`config.mk`:
```
export PLATFORM = sky130hd
export DESIGN_NAME = config_shift_controller_flat
export DESIGN_NICKNAME = d
export VERILOG_FILES = /design/src/rtl/config_shift_controller_pkg.sv /design/src/rtl/config_shift_controller_if.sv /design/src/rtl/config_word_serializer.sv /design/src/rtl/config_shift_controller.sv /design/src/flat_wrapper.sv
export SDC_FILE = /design/constraint.sdc
export NUM_CORES = 1
export LEC_CHECK = 0
export BUFFER_PORTS_ARGS = -buffer_cell sky130_fd_sc_hd__buf_2
export CAP_MARGIN = 0
export CORE_MARGIN = 4
export CORE_UTILIZATION = 58
export CTS_BUF_LIST = sky130_fd_sc_hd__clkbuf_4
export DETAILED_ROUTE_END_ITERATION = 7
export PLACE_DENSITY = 0.82
export SYNTH_ARGS = -nofsm -noshare
export SYNTH_HDL_FRONTEND = slang
export SYNTH_SLANG_ARGS = --single-unit
```
`constraint.sdc`:
```
create_clock -name clk -period 2.24 [get_ports clk]
set_input_delay 0.448 -clock clk [delete_from_list [all_inputs] [get_ports clk]]
set_output_delay 0.448 -clock clk [all_outputs]
set_load 0.05 [all_outputs]
```
`src/rtl/config_shift_controller_pkg.sv`:
```
// Shared fabric configuration package: controller state encoding and default
// chain / host-word dimensions.
package config_shift_controller_pkg;

   localparam int DEF_CHAIN_LEN = 256;
   localparam int DEF_WORD      = 32;

   typedef enum logic [2:0] {
      ST_IDLE   = 3'd0,
      ST_LOAD   = 3'd1,
      ST_SHIFT  = 3'd2,
      ST_COMMIT = 3'd3,
      ST_FINISH = 3'd4
   } state_e;

endpackage

```
`src/rtl/config_shift_controller_if.sv`:
```
// Host bitstream handshake plus the chain-side control outputs of the
// configuration shift controller.
interface config_shift_controller_if
   import config_shift_controller_pkg::*;
#(
   parameter int WORD = DEF_WORD
);

   logic            start;
   logic [WORD-1:0] wdata;
   logic            wvalid;
   logic            wready;
   logic            cfg_cen;
   logic            cfg_shift;
   logic            cfg_set;
   logic            busy;
   logic            done;

   modport master (
      output start, wdata, wvalid,
      input  wready, cfg_cen, cfg_shift, cfg_set, busy, done
   );

   modport slave (
      input  start, wdata, wvalid,
      output wready, cfg_cen, cfg_shift, cfg_set, busy, done
   );

endinterface

```
`src/rtl/config_word_serializer.sv`:
```
// Holds one host word and presents it LSB first, one bit per shift request,
// tracking how many bits of the word remain.
module config_word_serializer
   import config_shift_controller_pkg::*;
#(
   parameter int WORD = DEF_WORD
) (
   input  logic            clk,
   input  logic            rst,
   input  logic            load,
   input  logic            shift,
   input  logic [WORD-1:0] din,
   output logic            bit_out,
   output logic            last,
   output logic            empty
);

   localparam int CNT_W = $clog2(WORD + 1);

   logic [WORD-1:0]  hold;
   logic [CNT_W-1:0] cnt;

   // The counter saturates at zero so a stray shift can never wrap it.
   always_ff @(posedge clk or negedge rst) begin
      if (!rst) begin
         hold <= '0;
         cnt  <= '0;
      end else if (load) begin
         hold <= din;
         cnt  <= CNT_W'(WORD);
      end else if (shift && (cnt != '0)) begin
         hold <= hold >> 1;
         cnt  <= cnt - CNT_W'(1);
      end
   end

   assign bit_out = hold[0];
   assign last    = (cnt == CNT_W'(1));
   assign empty   = (cnt == '0);

endmodule

```
`src/rtl/config_shift_controller.sv`:
```
// Streams host bitstream words serially into a configuration shift chain,
// then pulses the chain commit and reports completion.
module config_shift_controller
   import config_shift_controller_pkg::*;
#(
   parameter int CHAIN_LEN = DEF_CHAIN_LEN,
   parameter int WORD      = DEF_WORD
) (
   input  logic                      clk,
   input  logic                      rst,
   config_shift_controller_if.slave  bus
);

   localparam int                BIT_W    = $clog2(CHAIN_LEN + 1);
   localparam logic [BIT_W-1:0]  LAST_BIT = BIT_W'(CHAIN_LEN - 1);

   state_e           state;
   state_e           state_nxt;
   logic [BIT_W-1:0] bit_cnt;

   logic ser_load;
   logic ser_shift;
   logic ser_bit;
   logic ser_last;
   logic ser_empty;

   logic wready;
   logic cfg_cen;
   logic cfg_shift;
   logic cfg_set;
   logic busy;
   logic done;

   config_word_serializer #(
      .WORD (WORD)
   ) u_serializer (
      .clk     (clk),
      .rst     (rst),
      .load    (ser_load),
      .shift   (ser_shift),
      .din     (bus.wdata),
      .bit_out (ser_bit),
      .last    (ser_last),
      .empty   (ser_empty)
   );

   always_ff @(posedge clk or negedge rst) begin
      if (!rst) begin
         state <= ST_IDLE;
      end else begin
         state <= state_nxt;
      end
   end

   always_ff @(posedge clk or negedge rst) begin
      if (!rst) begin
         bit_cnt <= '0;
      end else if ((state == ST_IDLE) && bus.start) begin
         bit_cnt <= '0;
      end else if (state == ST_SHIFT) begin
         bit_cnt <= bit_cnt + BIT_W'(1);
      end
   end

   always_comb begin
      state_nxt = state;
      ser_load  = 1'b0;
      ser_shift = 1'b0;
      wready    = 1'b0;
      cfg_cen   = 1'b0;
      cfg_shift = 1'b0;
      cfg_set   = 1'b0;
      busy      = 1'b1;
      done      = 1'b0;
      case (state)
         ST_IDLE: begin
            busy = 1'b0;
            if (bus.start) state_nxt = ST_LOAD;
         end
         ST_LOAD: begin
            wready = 1'b1;
            if (bus.wvalid) begin
               ser_load  = 1'b1;
               state_nxt = ST_SHIFT;
            end
         end
         ST_SHIFT: begin
            cfg_cen   = 1'b1;
            cfg_shift = ser_bit;
            ser_shift = 1'b1;
            // Chain-full wins over word-empty, which drops the unused top of a partial last word.
            if (bit_cnt == LAST_BIT) begin
               state_nxt = ST_COMMIT;
            end else if (ser_last || ser_empty) begin
               state_nxt = ST_LOAD;
            end
         end
         ST_COMMIT: begin
            cfg_cen   = 1'b1;
            cfg_set   = 1'b1;
            state_nxt = ST_FINISH;
         end
         ST_FINISH: begin
            done      = 1'b1;
            state_nxt = ST_IDLE;
         end
         default: begin
            busy      = 1'b0;
            state_nxt = ST_IDLE;
         end
      endcase
   end

   assign bus.wready    = wready;
   assign bus.cfg_cen   = cfg_cen;
   assign bus.cfg_shift = cfg_shift;
   assign bus.cfg_set   = cfg_set;
   assign bus.busy      = busy;
   assign bus.done      = done;

endmodule

```
`src/flat_wrapper.sv`:
```
// flat-port wrapper written by rule: the top's interface ports become plain ports
module config_shift_controller_flat import config_shift_controller_pkg::*;
#(
   parameter int CHAIN_LEN = DEF_CHAIN_LEN,
   parameter int WORD      = DEF_WORD
)
  (clk, rst, bus_start, bus_wdata, bus_wvalid, bus_wready, bus_cfg_cen, bus_cfg_shift, bus_cfg_set, bus_busy, bus_done);
  config_shift_controller_if #(.WORD(WORD)) bus_i ();
  input  logic clk;
  input  logic rst;
  input wire logic [$bits(bus_i.start)-1:0] bus_start;
  input wire logic [$bits(bus_i.wdata)-1:0] bus_wdata;
  input wire logic [$bits(bus_i.wvalid)-1:0] bus_wvalid;
  output wire logic [$bits(bus_i.wready)-1:0] bus_wready;
  output wire logic [$bits(bus_i.cfg_cen)-1:0] bus_cfg_cen;
  output wire logic [$bits(bus_i.cfg_shift)-1:0] bus_cfg_shift;
  output wire logic [$bits(bus_i.cfg_set)-1:0] bus_cfg_set;
  output wire logic [$bits(bus_i.busy)-1:0] bus_busy;
  output wire logic [$bits(bus_i.done)-1:0] bus_done;
  assign bus_i.start = bus_start;
  assign bus_i.wdata = bus_wdata;
  assign bus_i.wvalid = bus_wvalid;
  assign bus_wready = bus_i.wready;
  assign bus_cfg_cen = bus_i.cfg_cen;
  assign bus_cfg_shift = bus_i.cfg_shift;
  assign bus_cfg_set = bus_i.cfg_set;
  assign bus_busy = bus_i.busy;
  assign bus_done = bus_i.done;
  config_shift_controller #(.CHAIN_LEN(CHAIN_LEN), .WORD(WORD)) u_core (.clk(clk), .rst(rst), .bus(bus_i));
endmodule
```
==> reports/results.ini <==
[pwr]
pwr-share-clk_pct = 14.0
p_leak_nw = 1.45
power.switching_mw = 1.41
p_comb_share_pct = 44.1
p_per_area_nw_per_um2 = 1300
peakVddDrop_mv = 0.602
seq_power_share_pct = 41.8
internal_power_mw = 2.19
switching_share_pct = 39.1

[grt]
grt_max_degree = 43
gr-total-overflow = 0
grt_pass1_vias = 1677
grt_use_total_pct = 19.7
antenna_found_initial = 0
grt_pass1_wl_um = 8090

[synth]
ys_seq_area_share_pct = 51.8
synth_top_area_share_pct = 51.8
ys_types = 41
yosysWarnings = 0
synth_nets = 259
syn_area_um2 = 2420
syn_inst = 218
ys_seq_elements = 50
synth_top_area_cell = dfrtp_1
synth.area.top_cells = dfrtp_1, a22o_1, a21o_1
synth_area_per_cell_um2 = 11.1

[worst_setup_path]
required_ns = 2.50
crit_path_max_fanout = 42
crit_slowest_cell = or3b_1
crit_type = flip-flop to flip-flop
max_stage_delay_ns = 0.53
crit_chain = or3b_1, a21oi_4, buf_4, nor3_1, a221o_1
crit_path_end_kind = flip-flop
cp.arrival_ns = 2.29
setup.worst_path.start_class = flip-flop

[clock_tree]
path_clk_slew_ns = 0.14
numCtsBuffers = 5
clockBufferDepth = 2
cts_tree = yes
cts-root-buf = clkbuf_4
cts-htree-levels = 2
clk_latency_ns = 0.36
cts_hold_buffers = 0
clock-sinks = 50

[placement]
gp_congestion = 0.811
dp_hpwl_um = 3310
pre_cts_slack_ns = 0.118
port_buffers = 41

[detailed_routing]
wl_um = 4810
wl_per_cell_um = 15.5
drc_errors = 0
viasPerCell = 5.73
first_iter_violations = 92
antenna_left = 0
first_pass_iters = 4
vias = 1781

[floorplanning]
rows = 23
die_w_um = 72.5
dieArea_um2 = 5260
core_area_um2 = 4030
pin_count = 42
fp.dieH_um = 72.5
start_util_pct = 60.0

[finish]
nets = 302
final_common_cell = dfrtp_1
layout_common_cells = dfrtp_1, buf_2, a22o_1, a21o_1, nor2_1
layout-drive-gt1-share_pct = 25.7
area_growth_pct = 14.4
diodes = 0

[timing]
slew_headroom_pct = 61.1
skew_ns = 0.00590
period_needed_ns = 2.03
fin_crit_sh_pct = 90.6
final.setup.tns_ns = 0
final_max_slew_viol_count = 0
hold_viol = 0
finalSetupViolCount = 0
fmax_mhz = 493
whs_ns = 0.0341
max_slew.worst_pin.slew_ns = 0.582
rsz0062_at_grt = no
worst_slack_ns = 0.211

[outcome]
status = complete, no violations

[min_path]
min_path_type = primary input to asynchronous set/reset pin

[run]
drv_cap = 0

[flip-flops by register name, indices dropped and copies added (netlist names)]
signal and cells:
u_core.state 3, u_core.u_serializer.cnt 6, u_core.u_serializer.hold 32, u_core.bit_cnt 9
[final timing paths]
check / startpoint / cells past startpoint / endpoint / slack (ns)
setup reg to reg: u_core.state[0] / 5 / u_core.u_serializer.hold[1] / 0.21
min in group clk: bus_wvalid / 2 / u_core.state[0] / 0.26
max in group asynchronous: rst / 2 / u_core.state[1] / 1.63
hold reg to reg: u_core.u_serializer.hold[25] / 1 / u_core.u_serializer.hold[25] / 0.49
setup / recovery: u_core.state[0] / 5 / u_core.u_serializer.hold[1] / 0.21
hold / removal: rst / 1 / u_core.u_serializer.hold[16] / 0.03
[area by class of cell]
type | instances | area, µm²
inverter | 6 | 22.5
fill | 309 | 1260
timing repair buffer | 50 | 273
tap | 50 | 62.6
multi-input combinational | 148 | 1080
clock inverter | 2 | 33.8
sequential | 50 | 1250
clock buffer | 5 | 37.5
[synth_stat cells, drive strengths merged]
cell    number
a2111o       1
a211o        1
a211oi       6
a21o        25
a21oi        5
a221o        2
a22o        25
and2         4
and3         1
buf         10
clkbuf       4
dfrtp       50
ha           5
inv          6
mux2         1
mux2i        5
nand2       12
nand2b       1
nand3        4
nand3b       1
nand4        3
nor2        17
nor2b        1
nor3         8
nor3b        2
nor4         1
nor4b        1
o21ai        4
or2          1
or3          1
or3b         2
xnor2        5
xor2         3
[routing by layer]
| layer | track usage [%] | part of all wire, % | vias up |
|---|---|---|---|
| li1 | - | - | 872 |
| met1 | 28.6 | 46 | 869 |
| met2 | 29.6 | 48 | 35 |
| met3 | 4.43 | 5.0 | 5 |
| met4 | 6.15 | 0.79 | 0 |
| met5 | 0 | 0 | - |
[power by group through the flow]
stage / clock, mW / sequential, mW / combinational, mW
6_report: 0.505 / 1.50 / 1.59
3_5_place_dp: 0 / 1.52 / 1.59
3_3_place_gp: 0 / 1.50 / 1.53
4_1_cts: 0.510 / 1.50 / 1.59
5_1_grt: 0.549 / 1.55 / 1.77
2_1_floorplan: 0 / 1.45 / 1.29
[cells by family after synthesis]
group / count (synthesis) / synth area share (%)
adder cells (fa/ha/maj): 5 / 2.59
multiplexers: 6 / 2.54
AND/OR/NAND/NOR: 60 / 13.6
XOR/XNOR: 8 / 2.90
AO/OA/AOI/OAI: 69 / 22.7
buffers and inverters: 20 / 3.94
flip-flops: 50 / 51.8
[per-stage QoR]
stage          utilization, %  power, mW  cell area, µm²  std cells
6_report                 68.6       3.60            2770        311
5_1_grt                  68.6       3.86            2770        311
4_1_cts                  68.5       3.61            2760        311
3_5_place_dp             66.7       3.11            2690        304
3_3_place_gp             66.7       3.04            2690        304
2_1_floorplan               -       2.74            2420        218
[timing repair]
| item | 4_1_cts | 5_1_grt |
|---|---|---|
| buffers inserted | 0 | 0 |
| resized for setup | 0 | 1 |
| setup endpoints to repair | 0 | 1 |
[worst max-delay path: cells and delay by family (launching register included)]
family / cells / cell delay, ns
AO/OA/AOI/OAI: 2 / 0.48
AND/OR/NAND/NOR: 2 / 0.63
flip-flops: 1 / 0.40
buffers and inverters: 1 / 0.41
Note: power is estimated with default switching activity, not from simulation.
